### src/rtl/axis_pattern_master_pkg.sv
// Shared constants and types for the AXI-Stream pattern source.
package axis_pattern_master_pkg;

    // Register map of the write-only configuration port
    localparam logic [1:0] ADDR_CTRL = 2'd0;
    localparam logic [1:0] ADDR_LEN  = 2'd1;
    localparam logic [1:0] ADDR_GAP  = 2'd2;
    localparam logic [1:0] ADDR_SEED = 2'd3;

    // CTRL bit positions
    localparam int CTRL_ENA_BIT  = 31;
    localparam int CTRL_CONT_BIT = 30;

    // Galois LFSR feedback taps (right-shifting form)
    localparam logic [31:0] LFSR_POLY = 32'h8020_0003;

    typedef enum logic [1:0] {
        MODE_COUNTER = 2'd0,
        MODE_LFSR    = 2'd1,
        MODE_CONST   = 2'd2,
        MODE_RSVD    = 2'd3   // behaves like the counter
    } mode_e;

    typedef enum logic [1:0] {
        ST_IDLE = 2'd0,
        ST_SEND = 2'd1,
        ST_GAP  = 2'd2,
        ST_DONE = 2'd3
    } state_e;

    function automatic logic [31:0] lfsr_next(input logic [31:0] v);
        return {1'b0, v[31:1]} ^ (v[0] ? LFSR_POLY : 32'h0);
    endfunction

endpackage

### src/rtl/axis_pattern_master_if.sv
// AXI-Stream bus between the pattern source (master) and its sink (slave).
interface axis_pattern_master_if #(
    parameter int DATA_WIDTH = 32
) ();
    logic [DATA_WIDTH-1:0]   axis_tdata;
    logic [DATA_WIDTH/8-1:0] axis_tkeep;
    logic                    axis_tlast;
    logic                    axis_tvalid;
    logic                    axis_tready;

    modport master (
        output axis_tdata, axis_tkeep, axis_tlast, axis_tvalid,
        input  axis_tready
    );

    modport slave (
        input  axis_tdata, axis_tkeep, axis_tlast, axis_tvalid,
        output axis_tready
    );
endinterface

### src/rtl/axis_pattern_gen.sv
// 32-bit payload generator: counter, Galois LFSR or constant word.
module axis_pattern_gen
    import axis_pattern_master_pkg::*;
(
    input  logic        clk_i,
    input  logic        rst_i,
    input  logic        load_i,       // load from seed (takes priority)
    input  mode_e       load_mode_i,  // mode in force for the load
    input  logic [31:0] seed_i,
    input  logic        adv_i,        // step once (beat accepted)
    input  mode_e       mode_i,       // mode of the packet being sent
    output logic [31:0] value_o
);

    logic [31:0] value_q, value_d;

    // Next pattern word: load wins over advance; LFSR never loads the lock-up value 0
    always_comb begin
        value_d = value_q;
        if (load_i) begin
            if (load_mode_i == MODE_LFSR && seed_i == 32'h0)
                value_d = 32'h1;
            else
                value_d = seed_i;
        end else if (adv_i) begin
            case (mode_i)
                MODE_LFSR:  value_d = lfsr_next(value_q);
                MODE_CONST: value_d = value_q;
                default:    value_d = value_q + 32'd1;
            endcase
        end
    end

    // Pattern register
    always_ff @(posedge clk_i) begin
        if (rst_i) value_q <= 32'h0;
        else       value_q <= value_d;
    end

    assign value_o = value_q;

endmodule

### src/rtl/axis_pattern_master.sv
// AXI-Stream test-pattern source with programmable packet length, gap and payload.
module axis_pattern_master
    import axis_pattern_master_pkg::*;
#(
    parameter int DATA_WIDTH = 32,
    parameter int LEN_WIDTH  = 26,
    parameter int GAP_WIDTH  = 8
) (
    input  logic                 axis_aclk,
    input  logic                 axis_reset,
    input  logic [1:0]           cfg_waddr,
    input  logic [31:0]          cfg_wdata,
    input  logic                 cfg_wvalid,
    output logic                 cfg_wready,
    output logic                 status_busy,
    output logic [31:0]          status_pktCount,
    output logic [LEN_WIDTH:0]   status_beatCount,
    axis_pattern_master_if.master axis
);

    localparam logic [LEN_WIDTH:0]   BEAT_ONE = 1;
    localparam logic [GAP_WIDTH-1:0] GAP_ONE  = 1;

    // ---------------- configuration registers ----------------
    logic                 ena_q, ena_d, cont_q, cont_d;
    mode_e                mode_q, mode_d;
    logic [LEN_WIDTH-1:0] len_q, len_d;
    logic [GAP_WIDTH-1:0] gap_q, gap_d;
    logic [31:0]          seed_q, seed_d;

    // Register writes; the _d values are also what a starting packet sees,
    // so an enabling CTRL write starts sending on the very next cycle
    always_comb begin
        ena_d  = ena_q;
        cont_d = cont_q;
        mode_d = mode_q;
        len_d  = len_q;
        gap_d  = gap_q;
        seed_d = seed_q;
        if (cfg_wvalid) begin
            case (cfg_waddr)
                ADDR_CTRL: begin
                    ena_d  = cfg_wdata[CTRL_ENA_BIT];
                    cont_d = cfg_wdata[CTRL_CONT_BIT];
                    mode_d = mode_e'(cfg_wdata[1:0]);
                end
                ADDR_LEN:  len_d  = cfg_wdata[LEN_WIDTH-1:0];
                ADDR_GAP:  gap_d  = cfg_wdata[GAP_WIDTH-1:0];
                default:   seed_d = cfg_wdata;
            endcase
        end
    end

    // Configuration register state
    always_ff @(posedge axis_aclk) begin
        if (axis_reset) begin
            ena_q  <= 1'b0;
            cont_q <= 1'b0;
            mode_q <= MODE_COUNTER;
            len_q  <= '0;
            gap_q  <= '0;
            seed_q <= 32'h0;
        end else begin
            ena_q  <= ena_d;
            cont_q <= cont_d;
            mode_q <= mode_d;
            len_q  <= len_d;
            gap_q  <= gap_d;
            seed_q <= seed_d;
        end
    end

    // ---------------- sequencer ----------------
    state_e               state_q, state_d;
    logic [LEN_WIDTH:0]   beat_q, beat_d;
    logic [31:0]          pkt_q, pkt_d;
    logic [GAP_WIDTH-1:0] gcnt_q, gcnt_d;
    logic [LEN_WIDTH-1:0] len_sh_q, len_sh_d;
    logic [GAP_WIDTH-1:0] gap_sh_q, gap_sh_d;
    mode_e                mode_sh_q, mode_sh_d;
    logic                 cont_sh_q, cont_sh_d;
    logic                 start_pkt, pat_load, pat_adv, last_beat;
    logic [31:0]          pat;

    assign last_beat = (beat_q == {1'b0, len_sh_q});

    // Next state, counters and packet-start shadowing
    always_comb begin
        state_d   = state_q;
        beat_d    = beat_q;
        pkt_d     = pkt_q;
        gcnt_d    = gcnt_q;
        len_sh_d  = len_sh_q;
        gap_sh_d  = gap_sh_q;
        mode_sh_d = mode_sh_q;
        cont_sh_d = cont_sh_q;
        start_pkt = 1'b0;
        pat_load  = 1'b0;
        pat_adv   = 1'b0;
        case (state_q)
            ST_IDLE: begin
                if (ena_d) begin
                    state_d   = ST_SEND;
                    pat_load  = 1'b1;
                    beat_d    = '0;
                    pkt_d     = 32'h0;
                    start_pkt = 1'b1;
                end
            end
            ST_SEND: begin
                if (axis.axis_tready) begin
                    pat_adv = 1'b1;
                    beat_d  = beat_q + BEAT_ONE;
                    if (last_beat) begin
                        pkt_d = pkt_q + 32'd1;
                        if (cont_sh_q && ena_d) begin
                            if (gap_sh_q == '0) begin
                                beat_d    = '0;
                                start_pkt = 1'b1;
                            end else begin
                                state_d = ST_GAP;
                                gcnt_d  = gap_sh_q - GAP_ONE;
                            end
                        end else begin
                            state_d = ST_DONE;
                        end
                    end
                end
            end
            ST_GAP: begin
                if (!ena_d) begin
                    state_d = ST_IDLE;
                end else if (gcnt_q == '0) begin
                    state_d   = ST_SEND;
                    beat_d    = '0;
                    start_pkt = 1'b1;
                end else begin
                    gcnt_d = gcnt_q - GAP_ONE;
                end
            end
            default: begin  // ST_DONE
                if (!ena_d) state_d = ST_IDLE;
            end
        endcase
        if (start_pkt) begin
            len_sh_d  = len_d;
            gap_sh_d  = gap_d;
            mode_sh_d = mode_d;
            cont_sh_d = cont_d;
        end
    end

    // Sequencer state
    always_ff @(posedge axis_aclk) begin
        if (axis_reset) begin
            state_q   <= ST_IDLE;
            beat_q    <= '0;
            pkt_q     <= 32'h0;
            gcnt_q    <= '0;
            len_sh_q  <= '0;
            gap_sh_q  <= '0;
            mode_sh_q <= MODE_COUNTER;
            cont_sh_q <= 1'b0;
        end else begin
            state_q   <= state_d;
            beat_q    <= beat_d;
            pkt_q     <= pkt_d;
            gcnt_q    <= gcnt_d;
            len_sh_q  <= len_sh_d;
            gap_sh_q  <= gap_sh_d;
            mode_sh_q <= mode_sh_d;
            cont_sh_q <= cont_sh_d;
        end
    end

    axis_pattern_gen u_gen (
        .clk_i       (axis_aclk),
        .rst_i       (axis_reset),
        .load_i      (pat_load),
        .load_mode_i (mode_d),
        .seed_i      (seed_d),
        .adv_i       (pat_adv),
        .mode_i      (mode_sh_q),
        .value_o     (pat)
    );

    // Outputs decode registered state only; tready never reaches tvalid
    assign axis.axis_tvalid = (state_q == ST_SEND);
    assign axis.axis_tlast  = axis.axis_tvalid && last_beat;
    assign axis.axis_tkeep  = {(DATA_WIDTH/8){axis.axis_tvalid}};
    assign axis.axis_tdata  = axis.axis_tvalid ? {(DATA_WIDTH/32){pat}} : '0;

    assign cfg_wready       = 1'b1;
    assign status_busy      = (state_q == ST_SEND) || (state_q == ST_GAP);
    assign status_pktCount  = pkt_q;
    assign status_beatCount = beat_q;

endmodule

### src/flat_wrapper.sv
// flat-port wrapper written by rule: the top's interface ports become plain ports
module axis_pattern_master_flat import axis_pattern_master_pkg::*;
#(
    parameter int DATA_WIDTH = 32,
    parameter int LEN_WIDTH  = 26,
    parameter int GAP_WIDTH  = 8
)
  (axis_aclk, axis_reset, cfg_waddr, cfg_wdata, cfg_wvalid, cfg_wready, status_busy, status_pktCount, status_beatCount, axis_axis_tdata, axis_axis_tkeep, axis_axis_tlast, axis_axis_tvalid, axis_axis_tready);
  axis_pattern_master_if #(.DATA_WIDTH(DATA_WIDTH)) axis_i ();
  input  logic axis_aclk;
  input  logic axis_reset;
  input  logic [1:0] cfg_waddr;
  input  logic [31:0] cfg_wdata;
  input  logic cfg_wvalid;
  output logic cfg_wready;
  output logic status_busy;
  output logic [31:0] status_pktCount;
  output logic [LEN_WIDTH:0] status_beatCount;
  output wire logic [$bits(axis_i.axis_tdata)-1:0] axis_axis_tdata;
  output wire logic [$bits(axis_i.axis_tkeep)-1:0] axis_axis_tkeep;
  output wire logic [$bits(axis_i.axis_tlast)-1:0] axis_axis_tlast;
  output wire logic [$bits(axis_i.axis_tvalid)-1:0] axis_axis_tvalid;
  input wire logic [$bits(axis_i.axis_tready)-1:0] axis_axis_tready;
  assign axis_axis_tdata = axis_i.axis_tdata;
  assign axis_axis_tkeep = axis_i.axis_tkeep;
  assign axis_axis_tlast = axis_i.axis_tlast;
  assign axis_axis_tvalid = axis_i.axis_tvalid;
  assign axis_i.axis_tready = axis_axis_tready;
  axis_pattern_master #(.DATA_WIDTH(DATA_WIDTH), .LEN_WIDTH(LEN_WIDTH), .GAP_WIDTH(GAP_WIDTH)) u_core (.axis_aclk(axis_aclk), .axis_reset(axis_reset), .cfg_waddr(cfg_waddr), .cfg_wdata(cfg_wdata), .cfg_wvalid(cfg_wvalid), .cfg_wready(cfg_wready), .status_busy(status_busy), .status_pktCount(status_pktCount), .status_beatCount(status_beatCount), .axis(axis_i));
endmodule
### config.mk
export PLATFORM = sky130hd
export DESIGN_NAME = axis_pattern_master_flat
export DESIGN_NICKNAME = d
export VERILOG_FILES = /design/src/rtl/axis_pattern_master_pkg.sv /design/src/rtl/axis_pattern_master_if.sv /design/src/rtl/axis_pattern_gen.sv /design/src/rtl/axis_pattern_master.sv /design/src/flat_wrapper.sv
export SDC_FILE = /design/constraint.sdc
export NUM_CORES = 1
export LEC_CHECK = 0
export CAP_MARGIN = 0
export CORE_AREA = 2 2 106 211
export DETAILED_ROUTE_END_ITERATION = 10
export DIE_AREA = 0 0 108 213
export PLACE_DENSITY = 0.72
export SKIP_LAST_GASP = 1
export SLEW_MARGIN = 0
export SYNTH_ARGS = -nofsm -noshare
export SYNTH_HDL_FRONTEND = slang
export SYNTH_SLANG_ARGS = --single-unit
export TNS_END_PERCENT = 1
### constraint.sdc
create_clock -name axis_aclk -period 7.2 [get_ports axis_aclk]
set_input_delay 1.08 -clock axis_aclk [delete_from_list [all_inputs] [get_ports axis_aclk]]
set_output_delay 1.08 -clock axis_aclk [all_outputs]
set_load 0.1 [all_outputs]
==> impl_summary.md <==
Critical path
The cell depth of the worst flop-to-flop path is 7. The worst register-to-register path ends at u_core.status_beatCount[9]. Data on the critical path is required at its endpoint by around 6000 ps.

At the worst endpoint, the arrival time is around 3500 ps. The worst register-to-register path has a setup slack of about 4200 ps. STA classifies the critical path endpoint as an output pin.

The worst reg2reg path startpoint is u_core.status_beatCount[8]. The worst setup path endpoint is axis_axis_tlast. The worst setup path is of the flip-flop to output pin kind. The worst setup path is launched from a flip-flop. Along the worst path, the maximum fanout reaches 7. The critical path starts at u_core.status_beatCount[8].

STA
Timing would allow up to ~0.22 GHz. The worst path meets setup with roughly 2600 ps of slack. The final setup violation count is 0. The actual slew at the worst max-slew pin is between 1000 and 1500 ps. Setup repair after global routing left no endpoint under its margin. The relative slew slack is between 20% and 30%.

The minimum period implied by the final worst setup slack is roughly 4600 ps. Summed over all failing endpoints, the final setup total negative slack is 0 ps. The number of hold violations in the final report was 0. Dividing the final minimum period by the clock period gives 63.3%. The max-slew violation count was 0. Between clock sinks in the finished design, the worst skew comes to around 14 ps.

Detailed routing
The length of the first detailed-routing pass in iterations is 5. The routed design has around 30,000 um of wire. The routed layout has slightly below 10,000 vias. The DRC violation count after routing is 0. The remaining antenna violation count is 0. In the routed layout, each cell is associated on average with a via count of 5.82. The average wire per cell in the routed design is ~18 um. The detailed router finished its first iteration with around 550 violations.

Floorplan
For this design the top-level I/O count stands at 137. The area of the core region is roughly 21,000 um^2. The vertical die dimension is around 210 um. The number of standard-cell rows in the floorplan is 76. The die width is 108 um. The full die area is 23,000 um^2.

The initial core utilization is between 40% and 50%.

Worst hold path
The worst hold path depth is 2. The class of the tightest hold or removal check is flip-flop to flip-flop.

Yosys
Dividing the synthesized area by the synthesized cell count gives 7.93 um^2. The synthesis-stage register bit count is roughly 210. The number of warning messages in the yosys log is 0. The area of the mapped netlist is 10,500 um^2. The post-synth net total is about 1,400. The synthesized netlist cell count is ~1,300. In this run, distinct cell masters in the synthesized netlist total 75.

For this run, the leading register cell type out of synthesis is sky130_fd_sc_hd__dfxtp_1. Of all flip-flops after synthesis, the portion carrying an async set or reset was 0%. The sequential share of the synthesized area is between 30% and 40%. The number of flops mapped to enable cells by yosys is 0.

GRT
The initial antenna violation count is 0. For this run the aggregate overflow at the end of global routing stands at 0. The maximum number of pins on one net before global-route repair is 75.

Global routing used between 20% and 30% of the available tracks across all layers. The number of global-route vias before repair is slightly below 10,000. The first global-routing pass estimated between 40,000 and 50,000 um of wire.

Clock network
The number of levels the H-tree was split into is 1. The CTS buffer count is 20. Clock-pin slew was measured on the worst setup and hold paths at about 70 ps. TritonCTS built the clock tree. At the later pin of the worst-skew pair, clock insertion delay measures just under 500 ps. The number of buffers inserted for hold repair after clock tree synthesis is 0. Gates resized during post-CTS repair numbered 0. The number of clock sinks seen by CTS is approximately 210. The clock passes through at most 3 buffers. In this run the post-CTS setup repair buffer count came out at 0. CTS placed an instance of sky130_fd_sc_hd__clkbuf_16 at the clock tree root.

Pwr
The part of the total power dissipated in the clock network is between 30% and 40%. The worst-case vdd ir drop is about 0.0003 V. The static leakage is 4.67 nW. The sequential power share is between 30% and 40%. The combinational share of power is 26.0%.

The net switching share of the total power is between 30% and 40%. For this design the total switching power over the nets is approximately 1.1 mW. Cell internal power was estimated by the tool at ~2.1 mW. The power per cell area is ~250 nW/um^2.

Placed design
The sum of net half-perimeters after detailed placement is approximately 22,000 um. Timing analysis after detailed placement gives a worst setup slack of between 2000 and 3000 ps. The routability-driven placement congestion ratio is slightly above 0.9. Buffers placed on the I/O ports in this run total ~140.

Layout
The share of final-layout standard cells stronger than drive strength 1 is between 5 and 6%. The synthesis-to-layout area growth is 19.5%. Once layout is complete, the utilization of the core stands at 58.7%. After filler insertion, the fill cell instance count of the layout stands at 2,001.

The final layout contains approximately 1,500 nets. 0 antenna diodes ended up in the layout.

Status
The run finished with clean final reports.

Run
The count of maximum capacitance violations is 0.
layout make-up:
class / instances / area, um^2 / area share (%)
Clock buffer: 27 / 578 / 4.60
Timing Repair Buffer: 148 / 1450 / 11.5
Multi-Input combinational cell: 1015 / 5880 / 46.8
Clock inverter: 7 / 91.3 / 0.727
Sequential cell: 208 / 4160 / 33.2
Tap cell: 273 / 342 / 2.72
Inverter: 15 / 56.3 / 0.448
Yosys cell counts (all sizes together) (10+ instances only):
library cell / instances / area share, %
a211oi: 17 / 1.2
a21oi: 90 / 4.3
a31oi: 11 / 0.65
and2: 42 / 2.5
and3: 28 / 1.7
buf: 39 / 2.3
clkbuf: 49 / 1.7
dfxtp: 208 / 40
inv: 15 / 0.54
mux2i: 45 / 4.3
nand2: 224 / 8.0
nand3: 47 / 2.3
nand4: 35 / 2.2
nor2: 141 / 5.0
nor3: 30 / 1.6
nor4: 25 / 1.9
o211ai: 10 / 0.76
o21ai: 72 / 3.5
or3: 11 / 0.65
xnor2: 22 / 1.8
xor2: 53 / 4.4
how the worst min path moves through the flow:
stage / from / to
after floorplan: u_core.len_q[0] / u_core.len_q[0]
after global placement: u_core.len_q[17] / u_core.len_q[17]
after detailed placement: u_core.len_q[17] / u_core.len_q[17]
after CTS: u_core.len_q[17] / u_core.len_q[17]
after global routing: u_core.len_q[17] / u_core.len_q[17]
final: u_core.len_q[13] / u_core.len_q[13]
through the flow:
stage	instances	hold WS (ps)	total power [mW]	cell area, um^2
floorplan	1326	440	1.93	10500
global placement	1659	448	2.11	11900
detailed placement	1659	455	2.11	11900
CTS	1693	463	3.19	12600
global route	1693	485	3.31	12600
finish	1693	464	3.18	12600
power groups by stage:
| stage | combinational [mW] | sequential, mW | clock [mW] |
|---|---|---|---|
| final | 0.827 | 1.27 | 1.08 |
| after global routing | 0.891 | 1.28 | 1.14 |
| after CTS | 0.826 | 1.27 | 1.10 |
| after detailed placement | 0.822 | 1.29 | 0 |
| after global placement | 0.816 | 1.29 | 0 |
| after floorplan | 0.644 | 1.29 | 0 |
cell usage in the layout (no fill, tap or decap), types with 3 or more instances in the layout:
master                            count
sky130_fd_sc_hd__o31ai_1              9
sky130_fd_sc_hd__a21oi_1             88
sky130_fd_sc_hd__clkbuf_16           21
sky130_fd_sc_hd__a221oi_1             5
sky130_fd_sc_hd__and2_1              42
sky130_fd_sc_hd__clkbuf_8             3
sky130_fd_sc_hd__a211oi_1            17
sky130_fd_sc_hd__and3_1              28
sky130_fd_sc_hd__nor2b_1              7
sky130_fd_sc_hd__clkdlybuf4s50_1    134
sky130_fd_sc_hd__nor2_1             141
sky130_fd_sc_hd__ha_1                 9
sky130_fd_sc_hd__o221ai_1             7
sky130_fd_sc_hd__o21ai_1              5
sky130_fd_sc_hd__nand2b_1             8
sky130_fd_sc_hd__or4_1                8
sky130_fd_sc_hd__a21bo_2              3
sky130_fd_sc_hd__o211ai_1             9
sky130_fd_sc_hd__inv_1               14
sky130_fd_sc_hd__a31oi_1             11
sky130_fd_sc_hd__mux2i_1             45
sky130_fd_sc_hd__nand3_1             46
sky130_fd_sc_hd__nand4_1             33
sky130_fd_sc_hd__or3_1               11
sky130_fd_sc_hd__xnor2_1             22
sky130_fd_sc_hd__o21a_1               5
sky130_fd_sc_hd__o21ai_0             65
sky130_fd_sc_hd__clkbuf_1             3
sky130_fd_sc_hd__nand3b_1             4
sky130_fd_sc_hd__buf_4               14
sky130_fd_sc_hd__clkinv_2             3
sky130_fd_sc_hd__nor3_1              28
sky130_fd_sc_hd__xor2_1              53
sky130_fd_sc_hd__a22o_1               4
sky130_fd_sc_hd__dfxtp_1            208
sky130_fd_sc_hd__nand2_1            224
sky130_fd_sc_hd__o22ai_1              3
sky130_fd_sc_hd__nor4_1              21
sky130_fd_sc_hd__and4_1               8
state kept, by name (all words and copies together) (netlist names):
name and count:
u_core.cont_q 1, u_core.cont_sh_q 1, u_core.ena_q 1, u_core.gap_q 8
u_core.gap_sh_q 8, u_core.gcnt_q 8, u_core.len_q 26, u_core.len_sh_q 26
u_core.mode_q 2, u_core.mode_sh_q 2, u_core.seed_q 32, u_core.state_q 2
u_core.status_beatCount 27, u_core.status_pktCount 32, u_core.u_gen.value_o 32
worst max-delay path, stage by stage, from the launching register on:
cell and delay (ps):
sky130_fd_sc_hd__dfxtp_1 520, sky130_fd_sc_hd__xor2_1 130, sky130_fd_sc_hd__nor4_1 310, sky130_fd_sc_hd__nand4_1 270, sky130_fd_sc_hd__or2_0 440, sky130_fd_sc_hd__nor2_1 160
sky130_fd_sc_hd__clkdlybuf4s50_1 1160
routing by layer:
layer / track usage [%] / wire, um
met2: 47.3 / 15600
met4: 16.0 / 1880
met3: 2.56 / 1490
met5: 0 / 0
met1: 28.3 / 11000
cell families after synthesis:
logic type,count (synthesis),share of synthesized area (%)
AO/OA/AOI/OAI,257,15.0
buffers and inverters,103,4.62
other,1,0.0357
adder cells (fa/ha/maj),9,1.07
multiplexers,46,4.39
XOR/XNOR,75,6.25
flip-flops,208,39.6
AND/OR/NAND/NOR,627,29.0
Note: power is estimated with default switching activity, not from simulation.
